`src/rtl/seq_pattern_tx_if.sv`:
```
// rtl/seq_pattern_tx_if.sv - handshake/stream bundle for the serial pattern transmitter
// Purpose: groups the frame request, step control and serial/status outputs.
// Ports (modport slave = transmitter, master = driver):
//   start, data[WIDTH-1:0], step          : driver -> transmitter
//   w_out, busy, done, bits_left, run_len, z_expect : transmitter -> driver
interface seq_pattern_tx_if #(
  parameter int WIDTH = 8
);
  localparam int BW = $clog2(WIDTH + 1);

  logic             start;
  logic [WIDTH-1:0] data;
  logic             step;
  logic             w_out;
  logic             busy;
  logic             done;
  logic [BW-1:0]    bits_left;
  logic [3:0]       run_len;
  logic             z_expect;

  modport master (
    output start, data, step,
    input  w_out, busy, done, bits_left, run_len, z_expect
  );

  modport slave (
    input  start, data, step,
    output w_out, busy, done, bits_left, run_len, z_expect
  );
endinterface

```
`src/rtl/seq_pattern_tx.sv`:
```
// rtl/seq_pattern_tx.sv - MSB-first frame serializer with run-length reference output
// Purpose: loads a WIDTH-bit frame on start, emits one bit per step=1 clock,
//   tracks the run of identical emitted bits and flags runs >= RUN.
// Ports:
//   clock      : rising-edge system clock
//   reset      : asynchronous, active-high reset
//   bus.start  : load request (honoured only in IDLE)
//   bus.data   : frame to transmit, MSB first
//   bus.step   : advance enable while shifting
//   bus.w_out  : registered serial bit
//   bus.busy   : frame in SHIFT
//   bus.done   : one-cycle pulse after the last bit
//   bus.bits_left : bits not yet emitted
//   bus.run_len   : consecutive identical bits ending with w_out (saturates at 15)
//   bus.z_expect  : run_len >= RUN
module seq_pattern_tx #(
  parameter int WIDTH = 8,
  parameter int RUN   = 4
) (
  input  logic              clock,
  input  logic              reset,
  seq_pattern_tx_if.slave   bus
);
  localparam int BW = $clog2(WIDTH + 1);

  typedef enum logic [1:0] {
    IDLE  = 2'd0,
    SHIFT = 2'd1,
    DONE  = 2'd2
  } state_t;

  state_t           r_state;
  logic [WIDTH-1:0] r_shreg;
  logic             r_w_out;
  logic             r_busy;
  logic             r_done;
  logic [BW-1:0]    r_bits_left;
  logic [3:0]       r_run_len;
  logic             r_z_expect;

  logic             w_bit;
  logic [3:0]       w_next_run;
  logic             w_next_z;

  assign w_bit = r_shreg[WIDTH-1];

  // A zero run_len means nothing has been emitted since reset, so the first
  // bit always starts a fresh run even if it matches the reset value of w_out.
  always_comb begin
    w_next_run = 4'd1;
    if ((w_bit == r_w_out) && (r_run_len != 4'd0)) begin
      w_next_run = (r_run_len == 4'hF) ? 4'hF : r_run_len + 4'd1;
    end
  end

  assign w_next_z = (32'(w_next_run) >= RUN);

  always_ff @(posedge clock or posedge reset) begin
    if (reset) begin
      r_state     <= IDLE;
      r_shreg     <= '0;
      r_w_out     <= 1'b0;
      r_busy      <= 1'b0;
      r_done      <= 1'b0;
      r_bits_left <= '0;
      r_run_len   <= 4'd0;
      r_z_expect  <= 1'b0;
    end else begin
      case (r_state)
        IDLE: begin
          r_done <= 1'b0;
          // step is ignored here; start alone decides.
          if (bus.start) begin
            r_shreg     <= bus.data;
            r_bits_left <= BW'(WIDTH);
            r_busy      <= 1'b1;
            r_state     <= SHIFT;
          end
        end
        SHIFT: begin
          // step=0 leaves every register untouched (stall).
          if (bus.step) begin
            r_w_out     <= w_bit;
            r_shreg     <= {r_shreg[WIDTH-2:0], 1'b0};
            r_bits_left <= r_bits_left - BW'(1);
            r_run_len   <= w_next_run;
            r_z_expect  <= w_next_z;
            if (r_bits_left == BW'(1)) begin
              r_busy  <= 1'b0;
              r_done  <= 1'b1;
              r_state <= DONE;
            end
          end
        end
        DONE: begin
          r_done  <= 1'b0;
          r_state <= IDLE;
        end
        default: begin
          r_busy  <= 1'b0;
          r_done  <= 1'b0;
          r_state <= IDLE;
        end
      endcase
    end
  end

  assign bus.w_out     = r_w_out;
  assign bus.busy      = r_busy;
  assign bus.done      = r_done;
  assign bus.bits_left = r_bits_left;
  assign bus.run_len   = r_run_len;
  assign bus.z_expect  = r_z_expect;
endmodule
```
`src/flat_wrapper.sv`:
```
// flat-port wrapper written by rule: the top's interface ports become plain ports
module seq_pattern_tx_flat 
#(
  parameter int WIDTH = 8,
  parameter int RUN   = 4
)
  (clock, reset, bus_start, bus_data, bus_step, bus_w_out, bus_busy, bus_done, bus_bits_left, bus_run_len, bus_z_expect);
  seq_pattern_tx_if #(.WIDTH(WIDTH)) bus_i ();
  input  logic clock;
  input  logic reset;
  input wire logic [$bits(bus_i.start)-1:0] bus_start;
  input wire logic [$bits(bus_i.data)-1:0] bus_data;
  input wire logic [$bits(bus_i.step)-1:0] bus_step;
  output wire logic [$bits(bus_i.w_out)-1:0] bus_w_out;
  output wire logic [$bits(bus_i.busy)-1:0] bus_busy;
  output wire logic [$bits(bus_i.done)-1:0] bus_done;
  output wire logic [$bits(bus_i.bits_left)-1:0] bus_bits_left;
  output wire logic [$bits(bus_i.run_len)-1:0] bus_run_len;
  output wire logic [$bits(bus_i.z_expect)-1:0] bus_z_expect;
  assign bus_i.start = bus_start;
  assign bus_i.data = bus_data;
  assign bus_i.step = bus_step;
  assign bus_w_out = bus_i.w_out;
  assign bus_busy = bus_i.busy;
  assign bus_done = bus_i.done;
  assign bus_bits_left = bus_i.bits_left;
  assign bus_run_len = bus_i.run_len;
  assign bus_z_expect = bus_i.z_expect;
  seq_pattern_tx #(.WIDTH(WIDTH), .RUN(RUN)) u_core (.clock(clock), .reset(reset), .bus(bus_i));
endmodule
```
`config.mk`:
```
export PLATFORM = sky130hd
export DESIGN_NAME = seq_pattern_tx_flat
export DESIGN_NICKNAME = d
export VERILOG_FILES = /design/src/rtl/seq_pattern_tx_if.sv /design/src/rtl/seq_pattern_tx.sv /design/src/flat_wrapper.sv
export SDC_FILE = /design/constraint.sdc
export NUM_CORES = 1
export LEC_CHECK = 0
export ABC_AREA = 1
export CAP_MARGIN = 5
export CORE_MARGIN = 4
export CORE_UTILIZATION = 35
export DETAILED_ROUTE_END_ITERATION = 10
export PLACE_DENSITY_LB_ADDON = 0.2
export RECOVER_POWER = 50
export SYNTH_ARGS = -nofsm -noshare
export SYNTH_HDL_FRONTEND = slang
export SYNTH_SLANG_ARGS = --single-unit
```
`constraint.sdc`:
```
create_clock -name clock -period 2.07 [get_ports clock]
set_input_delay 0.414 -clock clock [delete_from_list [all_inputs] [get_ports clock]]
set_output_delay 0.414 -clock clock [all_outputs]
set_load 0.03 [all_outputs]
```
==> results of run 1 <==
[final timing paths]
path	slack [ns]	cells past startpoint	endpoint
min in group asynchronous	0.91	3	u_core.bus.w_out$_DFFE_PP0P_
worst max register to register	0.52	4	u_core.bus.done$_DFFE_PP0P_
max in group asynchronous	0.44	3	u_core.bus.run_len[0]$_DFFE_PP0P_
worst min register to register	0.50	1	u_core.bus.busy$_DFFE_PP0P_
worst max-delay path	0.17	1	bus_run_len[2]
worst min-delay path	0.50	1	u_core.bus.busy$_DFFE_PP0P_
[sequential cells by signal, summed over array words and instances (netlist names)]
name                  flops
u_core.bus.done           1
u_core.bus.run_len        4
u_core.r_state            2
u_core.bus.z_expect       1
u_core.bus.w_out          1
u_core.bus.busy           1
u_core.r_shreg            8
u_core.bus.bits_left      4
[layout make-up]
class                      instances  share of cell area
sequential                        22              0.3654
clock buffer                       3             0.01495
inverter                          25             0.06229
timing repair buffer              25              0.1686
multi-input combinational         83              0.3322
tap                               44             0.03654
clock inverter                     1             0.01993
[cells in the mapped netlist (all sizes together)]
master,n
a21oi,2
nand3,12
buf,3
nor2,7
nand4,2
o211ai,7
dfrtp,22
ha,4
nor3,1
o21a,1
nand2,31
inv,25
o21ai,16
[through the flow]
stage | area [µm²] | std cells | power (mW) | hold WS (ns) | util
6_report | 1506 | 203 | 2.273 | 0.5023 | 0.4778
5_1_grt | 1506 | 203 | 2.481 | 0.5456 | 0.4778
4_1_cts | 1523 | 203 | 2.330 | 0.4310 | 0.4829
3_5_place_dp | 1470 | 199 | 1.986 | 0.4922 | 0.4663
3_3_place_gp | 1470 | 199 | 1.959 | 0.4880 | 0.4663
2_1_floorplan | 1187 | 133 | 1.635 | 0.4032 | -
[where the power goes]
| group | total (mW) | switching, mW | internal, mW |
|---|---|---|---|
| clock network | 0.332 | 0.136 | 0.196 |
| logic | 1.22 | 0.733 | 0.486 |
| registers | 0.722 | 0.115 | 0.607 |
| total | 2.27 | 0.984 | 1.29 |
[logic make-up after synthesis]
family | count (synthesis)
compound gates | 26
buf+inv | 28
simple gates | 53
fa+ha+maj | 4
flops | 22
[routing by layer]
layer  wire, µm  global-route usage  up-vias
li1           -                   -      478
met1        982              0.1538      425
met2       1034              0.1884       23
met3        146             0.02891        4
met4         27             0.05076        0
met5          0                   0        -
==> flow_summary.yaml, run 1 <==
worst_setup_path:
  max_stage_delay_ns: 0.71
  path_buf_inv: 1
  crit_required_ns: 1.66
  cp-start-kind: "flop"
  reg2reg_from: "u_core.r_state[0]$_DFFE_PP0P_"
  crit_path_cell_trace: "clkdlybuf4s50_1"
  cp-end-kind: "output port"
  critPathLaunch: "u_core.bus.run_len[2]$_DFFE_PP0P_"
  path_max_fanout: 7
  path_class: "flop to output port"
  crit_family: "buffers and inverters"
  cpMaxStageDelayCell: "clkdlybuf4s50_1"
  cp.arrival_ns: 1.48
cts:
  ctsLongestPathBuffers: 2
  path_clk_slew_ns: 0.13
  post_cts_buffers: 0
  cts_tree: "done"
  cts_hold_buf: 0
  cts.sinks: 22
  cts_root_buf: "clkbuf_4"
  postCtsResizedCells: 0
  htreeDepth: 1
  cts_buffers: 3
  insertion_delay_ns: 0.31
floorplan:
  start_util: 0.3766
  io_pins: 24
  die_area_um2: 4388
  rows: 20
  die_h_um: 66.25
  die_w_um: 66.25
  coreArea_um2: 3153
synthesis:
  synth_simple_gate_area_share: 0.2023
  synth_xor_area_frac: 0
  synth-seq-cells: 22
  post-synth-top-area-fraction: 0.4636
  synthTopCellsByArea: "dfrtp_1 (46%), nand2_1 (9.5%), o211ai_2 (7.4%), o21ai_2 (7.4%), inv_1 (7.0%)"
  synthAdderAreaFrac: 0.04215
  syn_area_per_cell_um2: 8.928
  seq_area_frac_synth: 0.4636
  ys_warn_count: 0
  synthMuxAreaShare: 0
  syn_area_um2: 1187
  yosys.area.top_type: "dfrtp_1"
  synth-compound-area-share: 0.1876
  syn_inst: 133
  yosysUniqueCellTypes: 19
  synth_top_family_by_area: "simple AND/OR/NAND/NOR gates"
  synth_nets: 149
final_layout:
  diodes: 0
  mostFrequentLayoutCells: "nand2_1 (31), inv_1 (24), clkdlybuf4s50_1 (22), dfrtp_1 (22), nand3_1 (11)"
  final_common_cell: "nand2_1"
  final_nets: 176
  regArea_um2: 550.5
  multi_input_area_um2: 500.5
  fillers: 335
  synthToLayoutAreaGrowth_pct: 26.87
  drive_gt1_frac: 0.1572
drt:
  ant_nets: 0
  avgRoutedWirePerCell_um: 10.79
  viasPerCell: 4.581
  finalWirelength_mm: 2.191
  dr_total_vias: 930
  drc: 0
  drt-initial-drc-count: 24
  drtPass1Iterations: 4
sta:
  final.setup.tns_ns: 0
  rsz0062_at_grt: "no"
  worst_slew_pin_slew_ns: 1.199
  drv_slew: 0
  timing.fmax_mhz: 527.1
  finalSetupViolations: 0
  layout_setup_ws_ns: 0.1729
  fin_crit_sh: 0.9165
  finalCriticalPeriod_ns: 1.897
  max_slew_margin: 0.2008
  final_hold_viol_count: 0
  finalClockSkew_ns: 0.007627
global_route:
  grt_pass1_vias: 945
  grtUsageTotal: 0.1192
  antenna_found_initial: 0
  grt_pass1_wl_mm: 4.071
  grt_max_degree: 23
  gr-total-overflow: 0
worst_hold_path:
  hp-start: "u_core.r_state[0]$_DFFE_PP0P_"
  hold_class: "flop to flop"
place:
  place_hpwl_mm: 1.695
  portBuffers: 23
  gp_congestion: 0.7924
  dp_slack_ns: 0.3589
pwr:
  power_density_nw_per_um2: 1509
  p_leak_nw: 0.7411
  peakVddDrop_mv: 0.6822
status:
  status: "finished clean"
flow_run:
  drv_cap: 0
(Power assumes the default switching activity.)
==> run 2, diff against run 1 <==
--- a/config.mk
+++ b/config.mk
@@ -7,7 +7,7 @@
 export LEC_CHECK = 0
 export ABC_AREA = 1
 export CAP_MARGIN = 5
-export CORE_MARGIN = 4
+export CORE_MARGIN = 3
 export CORE_UTILIZATION = 35
 export DETAILED_ROUTE_END_ITERATION = 10
 export PLACE_DENSITY_LB_ADDON = 0.2
==> run 2 against run 1 <==
Largest cell class unchanged. Final area decreased by 1.1%. Clock power is 30% lower. Largest power group unchanged. First-iteration DRC count grew 54%. Count of clock-buffer cells in the layout up 1. Total power fell by 4.3%.
==> flow_summary.yaml, run 2 (synthesized netlist as in run 1, its figures left out) <==
sta:
  finalCriticalPeriod_ns: 1.895
  rsz0062_at_grt: "no"
  worst_slew_pin_slew_ns: 1.141
  final_hold_viol_count: 0
  timing.fmax_mhz: 527.6
  drv_slew: 0
  max_slew_margin: 0.2394
  finalClockSkew_ns: 0.007148
  finalSetupViolations: 0
  final.setup.tns_ns: 0
  fin_crit_sh: 0.9156
final_layout:
  drive_gt1_frac: 0.1572
  utilization: 0.4726
  largest_register_ff_count: 8
  final_common_cell: "nand2_1"
  synthToLayoutAreaGrowth_pct: 25.50
  mostFrequentLayoutCells: "nand2_1 (31), inv_1 (24), clkdlybuf4s50_1 (22), dfrtp_1 (22), nand3_1 (11)"
  diodes: 0
  fillers: 324
  final_nets: 176
  largest-register: "u_core.r_shreg"
floorplan:
  rows: 20
  io_pins: 24
  die_area_um2: 4127
  die_w_um: 64.25
  die_h_um: 64.25
  coreArea_um2: 3153
  start_util: 0.3766
worst_setup_path:
  path_max_fanout: 7
  path_buf_inv: 1
  max_stage_delay_ns: 0.71
  path_class: "flop to output port"
  crit_family: "buffers and inverters"
  reg2reg_from: "u_core.r_state[0]$_DFFE_PP0P_"
  crit_path_cell_trace: "clkdlybuf4s50_1"
  reg2reg_setup_slack_ns: 0.51
  cp-start-kind: "flop"
  cp-end-kind: "output port"
  cp.arrival_ns: 1.48
  cpMaxStageDelayCell: "clkdlybuf4s50_1"
  critPathLaunch: "u_core.bus.run_len[2]$_DFFE_PP0P_"
  crit_required_ns: 1.66
drt:
  dr_total_vias: 919
  ant_nets: 0
  avgRoutedWirePerCell_um: 10.81
  viasPerCell: 4.527
  drtPass1Iterations: 4
  drt-initial-drc-count: 37
  drc: 0
  finalWirelength_mm: 2.195
global_route:
  grtUsageTotal: 0.1199
  grt_max_degree: 23
  gr-total-overflow: 0
  antenna_found_initial: 0
  grt_pass1_vias: 874
  grt_pass1_wl_mm: 3.974
cts:
  cts.sinks: 22
  cts_hold_buf: 0
  htreeDepth: 1
  post_cts_buffers: 0
  cts_tree: "done"
  path_clk_slew_ns: 0.12
  insertion_delay_ns: 0.30
  cts_buffers: 3
  cts_root_buf: "clkbuf_4"
  ctsLongestPathBuffers: 2
  postCtsResizedCells: 0
pwr:
  peakVddDrop_mv: 0.6209
  power_density_nw_per_um2: 1459
  p_leak_nw: 0.7341
place:
  gp_congestion: 0.8412
  place_hpwl_mm: 1.669
  portBuffers: 23
worst_hold_path:
  hp-start: "u_core.r_state[0]$_DFFE_PP0P_"
  hold_class: "flop to flop"
flow_run:
  drv_cap: 0
status:
  status: "finished clean"
## run 2: changes by cell type in the layout (fill, tap and decap cells not counted), sizes merged
cell	delta
clkbuf	+1
bufinv	-1
## run 2: final timing paths
kind / to / depth (start not counted)
min in group asynchronous: u_core.r_shreg[6]$_DFFE_PP0P_ / 3
min: u_core.bus.busy$_DFFE_PP0P_ / 1
max: bus_run_len[2] / 1
min reg2reg: u_core.bus.busy$_DFFE_PP0P_ / 1
max reg2reg: u_core.bus.done$_DFFE_PP0P_ / 4
max in group asynchronous: u_core.bus.run_len[1]$_DFFE_PP0P_ / 3
## run 2: layout make-up
cell class | count | area (µm²) | share of cell area
flip-flops and latches | 22 | 550.5 | 0.3694
multi-input cells | 83 | 500.5 | 0.3359
repair buffers | 25 | 254.0 | 0.1704
inverters | 25 | 93.84 | 0.06297
well taps | 44 | 55.05 | 0.03694
clock buffers | 4 | 36.28 | 0.02435
## run 2: power by group
group          switching (mW)  internal, mW
sequential              0.119         0.607
combinational           0.730         0.485
clock                   0.126         0.107
total                   0.975          1.20
## run 2: layer usage
metal	GRT usage	part of all wire
met1	0.1632	0.47
met5	0	0
met2	0.1907	0.48
met4	0.03166	0.0082
met3	0.02812	0.043
## run 2: through the flow
stage / hold WS [ns] / instances / cell area (µm²) / power, mW / worst slack, ns
after floorplan: 0.4032 / 133 / 1187 / 1.635 / 0.7560
final: 0.5012 / 203 / 1490 / 2.174 / 0.1747
after detailed placement: 0.4855 / 199 / 1470 / 1.986 / 0.3457
after global routing: 0.5258 / 203 / 1490 / 2.388 / 0.1116
after global placement: 0.4859 / 199 / 1470 / 1.957 / 0.3907
after CTS: 0.4472 / 203 / 1506 / 2.225 / 0.1639
==> run 3, diff against run 2 <==
--- a/config.mk
+++ b/config.mk
@@ -8,7 +8,7 @@
 export ABC_AREA = 1
 export CAP_MARGIN = 5
 export CORE_MARGIN = 3
-export CORE_UTILIZATION = 35
+export CORE_UTILIZATION = 54
 export DETAILED_ROUTE_END_ITERATION = 10
 export PLACE_DENSITY_LB_ADDON = 0.2
 export RECOVER_POWER = 50
==> run 3 against run 2 <==
Worst hold slack improved by 0.0012 ns. Die area fell by 32%. Via count rose by 0.76%. Final area fell by 1.7%. Critical path depth did not move.
==> flow_summary.yaml, run 3 (synthesized netlist as in run 1, its figures left out) <==
status:
  status: "finished clean"
global_route:
  grt_pass1_vias: 910
  grtUsageTotal: 0.1871
  antenna_found_initial: 0
  gr-total-overflow: 0
  grt_pass1_wl_mm: 3.843
  grt_max_degree: 23
place:
  place_hpwl_mm: 1.715
  dp.cells: 182
  portBuffers: 23
  gp_congestion: 0.8656
sta:
  drv_slew: 0
  fin_hold_ws_ns: 0.5025
  worst_slew_pin_slew_ns: 1.111
  fin_crit_sh: 0.9161
  finalSetupViolations: 0
  finalClockSkew_ns: 0.005238
  final_hold_viol_count: 0
  rsz0062_at_grt: "no"
  timing.fmax_mhz: 527.4
  final.setup.tns_ns: 0
  finalCriticalPeriod_ns: 1.896
  max_slew_margin: 0.2590
worst_setup_path:
  crit_path_cell_trace: "clkdlybuf4s50_1"
  path_buf_inv: 1
  rr_endpoint: "u_core.bus.done$_DFFE_PP0P_"
  cp.arrival_ns: 1.48
  path_max_fanout: 7
  worst-r2r-cell-count: 4
  reg2reg_from: "u_core.r_state[0]$_DFFE_PP0P_"
  reg2reg_setup_slack_ns: 0.46
  path_class: "flop to output port"
  max_stage_delay_ns: 0.71
  worstSetupEndpoint: "bus_run_len[2]"
  cp-end-kind: "output port"
  cp-start-kind: "flop"
  cpMaxStageDelayCell: "clkdlybuf4s50_1"
  cp.depth: 1
  critPathLaunch: "u_core.bus.run_len[2]$_DFFE_PP0P_"
  crit_required_ns: 1.66
  crit_family: "buffers and inverters"
pwr:
  intPower_mw: 1.197
  seq_power_share: 0.336
  swShare: 0.4522
  p_sw_mw: 0.9879
  comb_power_share: 0.559
  p_total_mw: 2.185
  clockPowerShare: 0.105
  p_leak_nw: 0.7327
  peakVddDrop_mv: 1.113
  power_density_nw_per_um2: 1491
drt:
  avgRoutedWirePerCell_um: 11.94
  viasPerCell: 4.978
  finalWirelength_mm: 2.220
  drtPass1Iterations: 4
  drc: 0
  dr_total_vias: 926
  ant_nets: 0
  drt-initial-drc-count: 20
final_layout:
  final_common_cell: "nand2_1"
  regArea_um2: 550.5
  utilization: 0.7246
  multi_input_area_um2: 496.7
  synthToLayoutAreaGrowth_pct: 23.39
  final_cells: 186
  diodes: 0
  mostFrequentLayoutCells: "nand2_1 (31), inv_1 (24), clkdlybuf4s50_1 (22), dfrtp_1 (22), nand3_1 (11)"
  largest_register_ff_count: 8
  largest-register: "u_core.r_shreg"
  drive_gt1_frac: 0.1509
  fillers: 160
  final_nets: 176
cts:
  ctsLongestPathBuffers: 2
  cts_root_buf: "clkbuf_4"
  cts.sinks: 22
  cts_tree: "done"
  htreeDepth: 1
  cts_hold_buf: 0
  insertion_delay_ns: 0.30
  cts_buffers: 3
  postCtsResizedCells: 0
  post_cts_buffers: 0
  path_clk_slew_ns: 0.12
floorplan:
  coreArea_um2: 2022
  io_pins: 24
  start_util: 0.5873
  die_h_um: 52.89
  rows: 16
  die_area_um2: 2797
  die_w_um: 52.89
flow_run:
  drv_cap: 0
worst_hold_path:
  hold_class: "flop to flop"
==> run 3: metrics by stage <==
step / setup WS [ns] / cell area, µm²
CTS: 0.1746 / 1485
global placement: 0.3756 / 1449
floorplan: 0.7560 / 1187
detailed placement: 0.3322 / 1449
global route: 0.1111 / 1465
finish: 0.1738 / 1465
==> run 3: final cells by class <==
type / instances / area share
Clock buffer: 4 / 0.02477
Sequential cell: 22 / 0.3757
Multi-Input combinational cell: 83 / 0.3390
Timing Repair Buffer: 25 / 0.1734
Tap cell: 27 / 0.02306
Inverter: 25 / 0.06405
==> run 3: worst min-delay path by stage <==
stage,start,cells after the start,to
after global placement,u_core.bus.done$_DFFE_PP0P_,1,u_core.bus.done$_DFFE_PP0P_
after floorplan,reset,1,u_core.bus.bits_left[0]$_DFFE_PP0P_
after global routing,u_core.bus.done$_DFFE_PP0P_,1,u_core.bus.done$_DFFE_PP0P_
after detailed placement,u_core.bus.done$_DFFE_PP0P_,1,u_core.bus.done$_DFFE_PP0P_
final,u_core.bus.done$_DFFE_PP0P_,1,u_core.bus.done$_DFFE_PP0P_
after CTS,reset,3,u_core.r_shreg[3]$_DFFE_PP0P_
==> run 3: power groups by stage <==
stage	clock (mW)	combinational, mW	sequential (mW)
after floorplan	0	0.728	0.907
after global placement	0	1.21	0.733
after detailed placement	0	1.25	0.750
after CTS	0.233	1.26	0.739
after global routing	0.252	1.36	0.754
final	0.230	1.22	0.733
==> run 3: layer usage <==
metal,global-route usage,share of wire,wire [µm]
met3,0.03380,0.038,84
met1,0.2518,0.48,1070
met4,0.02553,0.0027,6
met2,0.3202,0.48,1059
met5,0,0,0
==> run 3: worst reg2reg max path, stage by stage, from the launching register on <==
cell	delay, ns
dfrtp_1	0.41
inv_1	0.10
nor2_2	0.59
nand2_1	0.21
o21a_1	0.21
==> RTL change (settings of run 2) <==
Reset style: synchronous (`reset`), changed in one clocked block. Comments in the files are not updated.
--- a/src/rtl/seq_pattern_tx.sv
+++ b/src/rtl/seq_pattern_tx.sv
@@ -55,7 +55,7 @@
 
   assign w_next_z = (32'(w_next_run) >= RUN);
 
-  always_ff @(posedge clock or posedge reset) begin
+  always_ff @(posedge clock) begin
     if (reset) begin
       r_state     <= IDLE;
       r_shreg     <= '0;
Behaviour: differs if reset is asserted again (counterexample within 4 cycles, from zero or initial values and one cycle with reset high); with reset held inactive, the same outputs for 10 cycles.
==> RTL change against run 2 <==
  * Cell count grew 5.4%
  * Synthesized area shrank 5.9%
  * Worst setup slack improved by 0.022 ns
  * Synthesized cell count grew 11%
  * Critical path depth unchanged
  * Die area fell by 5.4%
  * Routed wire length up 2.9%
  * Design area down 6.9%
  * Sequential cell count unchanged
  * Worst hold slack got worse by 0.042 ns
  * Register-to-register slack got worse by 0.02 ns
  * Highest routed layer unchanged
Power is not compared: it rests on default switching activity, and its combinational part moved more than twofold at a synthesized area within 25%.
==> RTL change: results (changes against run 2) <==
{| class="wikitable"
! Metric !! Value
|-
| Tightest slew margin relative to the limit || 71.6% (+48 points)
|-
| Met3 routing resource usage after global routing || 2.34% (-0.47 points)
|-
| Worst hold-check path type || flip-flop to flip-flop
|-
| Wire length on met1 || 1000 um (-2.3%)
|-
| Largest net degree at the start of global routing || 15 (-35%)
|-
| Met2 WL post-DR || 1100 um (+4.3%)
|-
| Final WL || 2260 um (+2.9%)
|-
| Total half-perimeter wirelength after legalization and detailed placement || 1700 um (+1.8%)
|-
| Busiest metal layer after global routing || met2
|-
| Post-synth net total || 164 (+10%)
|-
| Commonest register cell after synthesis || dfxtp_1
|-
| Via count of the first global-routing pass || 1003 (+15%)
|-
| Wire length of the first global-routing pass || 4050 um (+1.9%)
|-
| Critical path data arrival time || 1.46 ns (-0.02 ns)
|-
| Filler Cell Count || 314 (-3.1%)
|-
| Clk buf depth || 2 (unchanged)
|-
| Share of post-route cells with drive strength above 1 || 6.98% (-8.7 points)
|-
| Post-CTS Setup Repair Bufs || 0 (unchanged)
|-
| Post-placement cell area || 0.00138 mm^2 (-6.5%)
|-
| Met2 track demand over resource in global routing || 22.9% (+3.8 points)
|-
| Result of the run || finished, final reports clean
|-
| Number of detailed-routing iterations run before antenna repair || 4 (unchanged)
|-
| Overall global routing resource usage || 12.6% (+0.60 points)
|-
| Routed vias || 1006 (+9.5%)
|-
| Met3 layer wire length in the routed design || 108 um (+15%)
|-
| Clock latency on the worst-skew pair || 0.32 ns (+0.02 ns)
|-
| Sequential share of the synthesized area || 39.4% (-6.9 points)
|-
| Antenna diode count || 0 (unchanged)
|-
| Met1 capacity usage during global routing || 14.1% (-2.3 points)
|-
| Final setup skew || 0.00894 ns (+0.00179 ns)
|-
| Number of design-rule violations left by the first detailed-router iteration || 35 (-5.4%)
|-
| Post-synthesis mux area share || 0% (unchanged)
|-
| Area fraction in compound gates after synthesis || 14.2% (-4.5 points)
|-
| Number of distinct library cells after synthesis || 22 (+3)
|-
| Cell types occupying the most area after synthesis || dfxtp_1 (39%), nand2_1 (15%), a21oi_1 (4.9%)
|-
| Root cell of the clock tree || clkbuf_4
|-
| Number of buffer cells added on primary ports || 23 (unchanged)
|-
| Leakage component of the power || 0.583 nW
|-
| Crit-path slowest cell || clkdlybuf4s50_1
|-
| Initial antenna violation count || 0 (unchanged)
|-
| Cts repair resizes || 0 (unchanged)
|-
| Adder-Cell Fraction of Synth Area || 4.48% (+0.26 points)
|-
| Final weighted congestion in routability-driven placement || 0.704 (-16%)
|-
| Max reg flops || 8 (unchanged)
|-
| Post-synthesis area per instance || 7.55 um^2 (-15%)
|-
| Seq group || approximately 480 uW
|-
| Top post-synthesis cells by count || nand2_1 (44), dfxtp_1 (22), inv_1 (14)
|-
| Critical path's top delay family || buffers and inverters
|-
| Maximum fanout along the worst path || 6 (-1)
|-
| Non-Filler Instances || 214 (+5.4%)
|-
| Setup Slack @ Placement || 0.365 ns (+0.0190 ns)
|-
| Number of nets in the layout || 189 (+7.4%)
|-
| Asr flop ratio synth || 0% (-100 points)
|}
==> RTL change: cell type report <==
class | count | area, um^2 | area share [%]
sequential | 22 | 440 | 31.7
multi-input combinational | 105 | 557 | 40.1
clock buffer | 4 | 36.3 | 2.61
tap | 42 | 52.6 | 3.79
inverter | 17 | 63.8 | 4.60
timing repair buffer | 24 | 238 | 17.1
==> RTL change: path summary, 6_finish.rpt <==
path	startpoint	endpoint	slack (ns)	cells past startpoint
setup / recovery	u_core.bus.run_len[1]	bus_run_len[1]	0.20	1
hold reg to reg	u_core.r_shreg[5]	u_core.r_shreg[5]	0.46	2
setup reg to reg	u_core.r_state[0]	u_core.r_shreg[7]	0.49	7
hold / removal	u_core.r_shreg[5]	u_core.r_shreg[5]	0.46	2
==> RTL change: cells by family (layout without fill, tap and decap cells) <==
logic type	count (synthesis)	in the layout
compound gates	27	27
fa+ha+maj	4	4
buf+inv	21	45
flops	22	22
simple gates	74	74
